`src/rtl/riscv_dp_regfile_mp.sv`:
```
// Multi-port integer register file with a per-register busy scoreboard.
// Reads are combinational and can optionally bypass same-cycle writeback data.
module riscv_dp_regfile_mp #(
    parameter int MP_DATA_WIDTH = 32,
    parameter int MP_ADDR_WIDTH = 5,
    parameter int MP_RD_PORTS   = 2,
    parameter int MP_WR_PORTS   = 1,
    parameter int MP_BYPASS     = 1,
    parameter int MP_ZERO_REG   = 1
) (
    input  logic                                   iclk,
    input  logic                                   irst_n,
    input  logic [MP_RD_PORTS*MP_ADDR_WIDTH-1:0]   iaddr_rd,
    output logic [MP_RD_PORTS*MP_DATA_WIDTH-1:0]   ord_data,
    output logic [MP_RD_PORTS-1:0]                 ord_busy,
    input  logic [MP_WR_PORTS-1:0]                 iwr_en,
    input  logic [MP_WR_PORTS*MP_ADDR_WIDTH-1:0]   iaddr_wr,
    input  logic [MP_WR_PORTS*MP_DATA_WIDTH-1:0]   iwr_data,
    input  logic                                   iiss_en,
    input  logic [MP_ADDR_WIDTH-1:0]               iaddr_iss,
    output logic [(2**MP_ADDR_WIDTH)-1:0]          obusy_vec
);

    localparam int LP_REG_NUM = 2 ** MP_ADDR_WIDTH;

    logic [MP_DATA_WIDTH-1:0] regs_q [LP_REG_NUM];
    logic [MP_DATA_WIDTH-1:0] regs_d [LP_REG_NUM];
    logic [LP_REG_NUM-1:0]    busy_q;
    logic [LP_REG_NUM-1:0]    busy_d;

    logic [MP_ADDR_WIDTH-1:0] wr_addr [MP_WR_PORTS];
    logic [MP_DATA_WIDTH-1:0] wr_data [MP_WR_PORTS];
    logic [MP_WR_PORTS-1:0]   wr_live;
    logic [LP_REG_NUM-1:0]    wr_hit;

    // A write is live only if enabled and not aimed at the hardwired zero register.
    always_comb begin
        wr_live = '0;
        for (int w = 0; w < MP_WR_PORTS; w++) begin
            wr_addr[w] = iaddr_wr[w*MP_ADDR_WIDTH +: MP_ADDR_WIDTH];
            wr_data[w] = iwr_data[w*MP_DATA_WIDTH +: MP_DATA_WIDTH];
            wr_live[w] = iwr_en[w] &&
                         !((MP_ZERO_REG != 0) && (wr_addr[w] == '0));
        end
    end

    always_comb begin
        regs_d = regs_q;
        wr_hit = '0;
        for (int w = 0; w < MP_WR_PORTS; w++) begin
            if (wr_live[w]) begin
                regs_d[wr_addr[w]] = wr_data[w];
                wr_hit[wr_addr[w]] = 1'b1;
            end
        end
    end

    // Issue beats a same-cycle writeback: the newly issued producer owns the register.
    always_comb begin
        busy_d = busy_q;
        for (int r = 0; r < LP_REG_NUM; r++) begin
            if (iiss_en && (iaddr_iss == MP_ADDR_WIDTH'(r))) begin
                busy_d[r] = 1'b1;
            end else if (wr_hit[r]) begin
                busy_d[r] = 1'b0;
            end
        end
        if (MP_ZERO_REG != 0) begin
            busy_d[0] = 1'b0;
        end
    end

    always_ff @(posedge iclk or negedge irst_n) begin
        if (!irst_n) begin
            for (int r = 0; r < LP_REG_NUM; r++) begin
                regs_q[r] <= '0;
            end
            busy_q <= '0;
        end else begin
            regs_q <= regs_d;
            busy_q <= busy_d;
        end
    end

    logic [MP_ADDR_WIDTH-1:0] rd_addr [MP_RD_PORTS];
    logic [MP_DATA_WIDTH-1:0] rd_data [MP_RD_PORTS];
    logic [MP_RD_PORTS-1:0]   rd_busy;

    // Later write ports override earlier ones, matching the write priority.
    always_comb begin
        ord_data = '0;
        rd_busy  = '0;
        for (int k = 0; k < MP_RD_PORTS; k++) begin
            rd_addr[k] = iaddr_rd[k*MP_ADDR_WIDTH +: MP_ADDR_WIDTH];
            rd_data[k] = regs_q[rd_addr[k]];
            rd_busy[k] = busy_q[rd_addr[k]];
            if (MP_BYPASS != 0) begin
                for (int w = 0; w < MP_WR_PORTS; w++) begin
                    if (wr_live[w] && (wr_addr[w] == rd_addr[k])) begin
                        rd_data[k] = wr_data[w];
                        rd_busy[k] = 1'b0;
                    end
                end
            end
            if ((MP_ZERO_REG != 0) && (rd_addr[k] == '0)) begin
                rd_data[k] = '0;
                rd_busy[k] = 1'b0;
            end
            ord_data[k*MP_DATA_WIDTH +: MP_DATA_WIDTH] = rd_data[k];
        end
    end

    assign ord_busy  = rd_busy;
    assign obusy_vec = busy_q;

endmodule

```
`config.mk`:
```
export PLATFORM = sky130hd
export DESIGN_NAME = riscv_dp_regfile_mp
export DESIGN_NICKNAME = d
export VERILOG_FILES = /design/src/rtl/riscv_dp_regfile_mp.sv
export SDC_FILE = /design/constraint.sdc
export NUM_CORES = 2
export LEC_CHECK = 0
export ABC_CLOCK_PERIOD_IN_PS = 2000
export BUFFER_PORTS_ARGS = -buffer_cell sky130_fd_sc_hd__buf_4
export CAP_MARGIN = 30
export CORE_MARGIN = 10
export CORE_UTILIZATION = 40
export CTS_CLUSTER_SIZE = 28
export DETAILED_ROUTE_END_ITERATION = 6
export HOLD_SLACK_MARGIN = 0.08
export PLACE_DENSITY = 0.56
export REMOVE_ABC_BUFFERS = 1
export SLEW_MARGIN = 30
export SYNTH_ARGS = -nofsm -noshare
export SYNTH_HDL_FRONTEND = slang
export SYNTH_SLANG_ARGS = --single-unit
```
`constraint.sdc`:
```
create_clock -name iclk -period 2 [get_ports iclk]
set_input_delay 0.1 -clock iclk [delete_from_list [all_inputs] [get_ports iclk]]
set_output_delay 0.1 -clock iclk [all_outputs]
set_load 0.05 [all_outputs]
```
Word level (Yosys, flattened, before mapping)
Index checks and enable logic that the tools add are counted.
{"block": "op_classes", "bitwise": 3, "n_reduce_logical": 71, "shift": 0, "add_sub_neg": 0, "multipliers": 0, "order_cmp": 8, "mux": 86, "div": 0, "n_eq_ne": 33}
{"cell": "$bwmux W1024", "count": 1}
{"cell": "$bmux W32 S5", "count": 2}
{"cell": "$mux W32", "count": 10}
{"cell": "$demux W32 S5", "count": 1}
{"cell": "$eq A5 B5 Y1 const B", "count": 16}
{"cell": "$mux W1", "count": 69}
{"cell": "$reduce_bool A2 Y1", "count": 31}
{"cell": "$eq A5 B4 Y1 const B", "count": 8}
{"cell": "$logic_and A1 B1 Y1", "count": 36}
{"cell": "$eq A5 B3 Y1 const B", "count": 4}
{"cell": "$ge A6 B6 Y1 const B", "count": 3}
{"cell": "$lt A5 B6 Y1 const B", "count": 3}
{"cell": "$not A5 Y6", "count": 3}
{"cell": "$logic_not A5 Y1", "count": 3}
{"cell": "$bmux W1 S5", "count": 2}
{"cell": "$eq A5 B2 Y1 const B", "count": 2}
{"cell": "$eq A5 B5 Y1", "count": 2}
{"cell": "$lt A6 B1 Y1 const B", "count": 1}
{"cell": "$demux W1 S5", "count": 1}
{"cell": "$eq A5 B1 Y1 const B", "count": 1}
{"cell": "$ge A5 B1 Y1 const B", "count": 1}
{"cell": "$logic_not A1 Y1", "count": 1}
{"block": "totals", "n_memories": 0, "ff_bits": 1055, "rom_bits": 0, "latchBits": 0, "wordCells": 264, "mem_bits_rw": 0}

Depth between registers and ports, before layout
{"block": "depth", "depth_word": 7, "depth_mapped": 10, "mapped_depth_nobuf": 5}

Least setup slack after synthesis
OpenSTA, ideal clock, no wires.
{"block": "synth_path", "kind": "input -> output", "start": "input iaddr_rd[0]", "end": "output ord_data[16]", "setup_slack_ns": -1.061, "t_arrival_ns": 2.961, "required_ns": 1.900, "stages": 9, "cell_sequence": "buf_4 buf_12 buf_6 buf_8 mux2i_1 a221oi_2 a21oi_1 and3_1 o41ai_1"}
{"block": "synth_between", "elab_chain_cells": 6, "word_cells_on_any_way": 9}
{"item": "from (decl)", "line_no": "13", "rtl": "input logic [MP_RD_PORTS*MP_ADDR_WIDTH-1:0] iaddr_rd,"}
{"item": "$not A5 Y6 (implied by the code)", "line_no": "95", "rtl": "rd_data[k] = regs_q[rd_addr[k]];"}
{"item": "$bmux W32 S5", "line_no": "95"}
{"item": "$mux W32 (implied by the code) (2 in series)", "line_no": "95"}
{"item": "$mux W32", "line_no": "99", "rtl": "if (wr_live[w] && (wr_addr[w] == rd_addr[k])) begin"}
{"item": "$mux W32 (*)", "line_no": "105", "rtl": "if ((MP_ZERO_REG != 0) && (rd_addr[k] == '0)) begin"}
{"item": "to (decl)", "line_no": "14", "rtl": "output logic [MP_RD_PORTS*MP_DATA_WIDTH-1:0] ord_data,"}
Every way passes the cells marked *; elsewhere a longest branch is shown, timed or not. The select of a mux whose other input is x is not followed.

Final worst setup path
{"block": "layout_path", "start": "register regs_q[897] in the netlist's numbering", "end": "output ord_data[1]"}
{"block": "layout_between", "elab_chain_cells": 5}
{"item": "from (decl)", "line_no": "26", "rtl": "logic [MP_DATA_WIDTH-1:0] regs_q [LP_REG_NUM];"}
{"item": "from (signal assigned)", "line_no": "80", "rtl": "regs_q <= regs_d;"}
{"item": "$bmux W32 S5", "line_no": "95"}
{"item": "$mux W32 (implied by the code) (2 in series)", "line_no": "95"}
{"item": "$mux W32", "line_no": "99"}
{"item": "$mux W32", "line_no": "105"}
Every way passes these cells. The select of a mux whose other input is x is not followed.

==> flow_summary.toml <==
[run_status]
status = "complete, but fails checks"
violations = "negative setup slack"

[setup_path]
cp_data_required_time_ps = 1900
rrSetupSlack_ps = 620
cp_max_fo = 2
end_kind = "primary output"
crit_type = "reg2out"
crit_arrival_ps = 2750
start_kind = "register"

[pwr]
vdd_ir_drop_max_uv = 704.4
p_leak_nw = 31.77
power.density_nw_per_um2 = 952.8

[grt]
grt_start_max_net_pins = 109
grt_pass1_vias = 41620
grtUsageTotal_pct = 25.89
antenna_found_initial = 9
grt_pass1_wl_microns = 303300
grt-ovfl-total = 0

[timing]
whs_ps = 124.7
worst_clock_skew_ps = 0
hold_violations = 0
maxSlewViolCount = 0
worst_pin_slew_ps = 806.2
fin_crit_ps = 2848
post-route-period-util_pct = 142.4
finalSetupTns_ps = -40890
rsz0062_at_grt = "true"
setup_viol = 66
worst_slack_ps = -848.1
max_freq_mhz = 351.1
slew_headroom_pct = 46.14

[clocking]
cts_tree = "done"
clk_root_buffer_cell = "clkbuf_16"
path_clk_slew_ps = 60
numCtsBuffers = 119
cts_num_sinks = 1055
insertion_delay_ps = 750
clk_path_buf_depth = 3
htree_levels = 3

[yosys]
synth-edff-count = 0
yosys-top-cells-count = "dfrtp_1, mux2_2, mux4_2"
netlist.area_leader.share_pct = 46.23
synth.distinct_cells = 62
synth-seq-area-share_pct = 46.23
synth_most_common_cell = "dfrtp_1"
yosys_register_bits = 1055
async_reset_ff_share_pct = 100.0
synth_cells = 4015
yosys.area.top_type = "dfrtp_1"
syn_area_per_cell_sq_um = 14.22
ys.flop_type = "dfrtp_1"
yosys_warnings = 0
netlist_top_cells_area = "dfrtp_1, mux2_2, mux4_2"
netlist_area_sq_um = 57110

[final_layout]
syn_to_final_growth_pct = 25.47
seqCellArea_sq_um = 26400
drive_gt1_share_pct = 56.70
nets = 4654
multi_input_area_sq_um = 29460
final_util_pct = 50.55
nFillCells = 12140
design_area_sq_um = 71650

[floorplan]
initial_core_util_pct = 40.29
die_w_microns = 397.9
dieArea_sq_um = 158300
io_pins = 154
fp.coreArea_sq_um = 141800
dieHeight_microns = 397.9
rows = 138

[place]
placed_area_sq_um = 65620
io_buffer_count = 152
hpwlAfterDp_microns = 136100
finalWeightedCongestion = 0.8566
post-place-ws_ps = -663.4

[drt]
ant_nets = 0
wirelength_microns = 207900
drc = 0
viasPerCell = 6.183
wire_per_inst_microns = 31.59
firstDrtPassIters = 5
drt_iter0_markers = 3944
vias = 40710

[flow_run]
maxCapViolations = 0

[min_path]
hold_class = "in2reg"
power by group:
group	internal (mW)	switching, mW
logic	10.1	7.74
registers	25.4	2.94
clock network	12.7	9.32
cells by family after synthesis:
logic type	after synthesis	share of synthesized area, %
compound gates	543	6.406
xor+xnor	10	0.1534
buf+inv	479	4.071
flops	1055	46.23
mux	1685	41.18
other cells	1	0.006566
simple gates	242	1.952
cells in the final DEF (no fill, tap or decap), types with 16 or more instances in the layout:
| cell type | count |
|---|---|
| a221oi_1 | 52 |
| nand2_1 | 69 |
| o21ai_1 | 55 |
| mux2i_1 | 235 |
| clkbuf_8 | 29 |
| a22oi_1 | 57 |
| dlygate4sd3_1 | 53 |
| buf_8 | 29 |
| a31oi_1 | 24 |
| a21oi_1 | 40 |
| clkbuf_1 | 24 |
| dfrtp_1 | 1054 |
| nand3_1 | 25 |
| mux4_2 | 430 |
| nand2_2 | 16 |
| a32o_2 | 28 |
| mux2_1 | 67 |
| o22ai_1 | 41 |
| a22oi_2 | 22 |
| mux2_2 | 937 |
| buf_6 | 70 |
| a22o_1 | 25 |
| a21oi_2 | 26 |
| buf_12 | 154 |
| nor2_4 | 19 |
| clkinv_2 | 37 |
| clkbuf_16 | 119 |
| buf_4 | 610 |
| nand3_2 | 18 |
| o21ai_0 | 92 |
| nor2_1 | 32 |
path summary, 6_finish.rpt:
| path | startpoint | end | depth (start not counted) |
|---|---|---|---|
| min | iaddr_wr[2] | obusy_vec[31] | 6 |
| max | regs_q[897] | ord_data[1] | 6 |
| min reg2reg | regs_q[1023] | regs_q[1023] | 0 |
| max reg2reg | obusy_vec[3] | obusy_vec[3] | 4 |
| min in group asynchronous | irst_n | regs_q[407] | 3 |
| max in group asynchronous | irst_n | regs_q[131] | 3 |
timing repair:
| item | in CTS | in global routing |
|---|---|---|
| pin swaps | 125 | 59 |
| setup buffers | 43 | 17 |
| gates cloned | 0 | 0 |
| resized for setup | 264 | 80 |
| hold buffers | 54 | 0 |
| setup endpoints to repair | 66 | 96 |
| hold endpoints to repair | 2077 | 0 |
flip-flops by register name, summed over array words and instances (netlist names):
| register | cells |
|---|---|
| regs_q | 1024 |
| obusy_vec | 31 |
critical path, cell delays in order (launching register included):
cell and delay, ps:
dfrtp_1 380, mux4_2 480, mux4_2 520, nor2_4 110
a31oi_1 60, a22o_1 280, buf_6 180
final cells by class:
| type | count | share of cell area (%) |
|---|---|---|
| Clock buffer | 172 | 4.839 |
| Sequential cell | 1055 | 36.85 |
| Antenna cell | 5 | 0.01746 |
| Inverter | 24 | 0.1537 |
| Clock inverter | 39 | 0.5727 |
| Tap cell | 1890 | 3.300 |
| Timing Repair Buffer | 917 | 13.16 |
| Multi-Input combinational cell | 2481 | 41.11 |
stage by stage:
| stage | total power [mW] | cells |
|---|---|---|
| floorplan | 37.96 | 3560 |
| global placement | 44.81 | 6266 |
| detailed placement | 45.26 | 6266 |
| CTS | 68.31 | 6567 |
| global route | 71.17 | 6580 |
| finish | 68.27 | 6583 |
routing by layer:
metal	vias to the layer above	track usage, %	wire length, microns
met5	-	0	0
met4	0	8.129	6419
met3	343	4.170	14220
met2	1525	39.88	95280
met1	22150	37.30	92030
li1	16690	-	-
(Power assumes the default switching activity.)
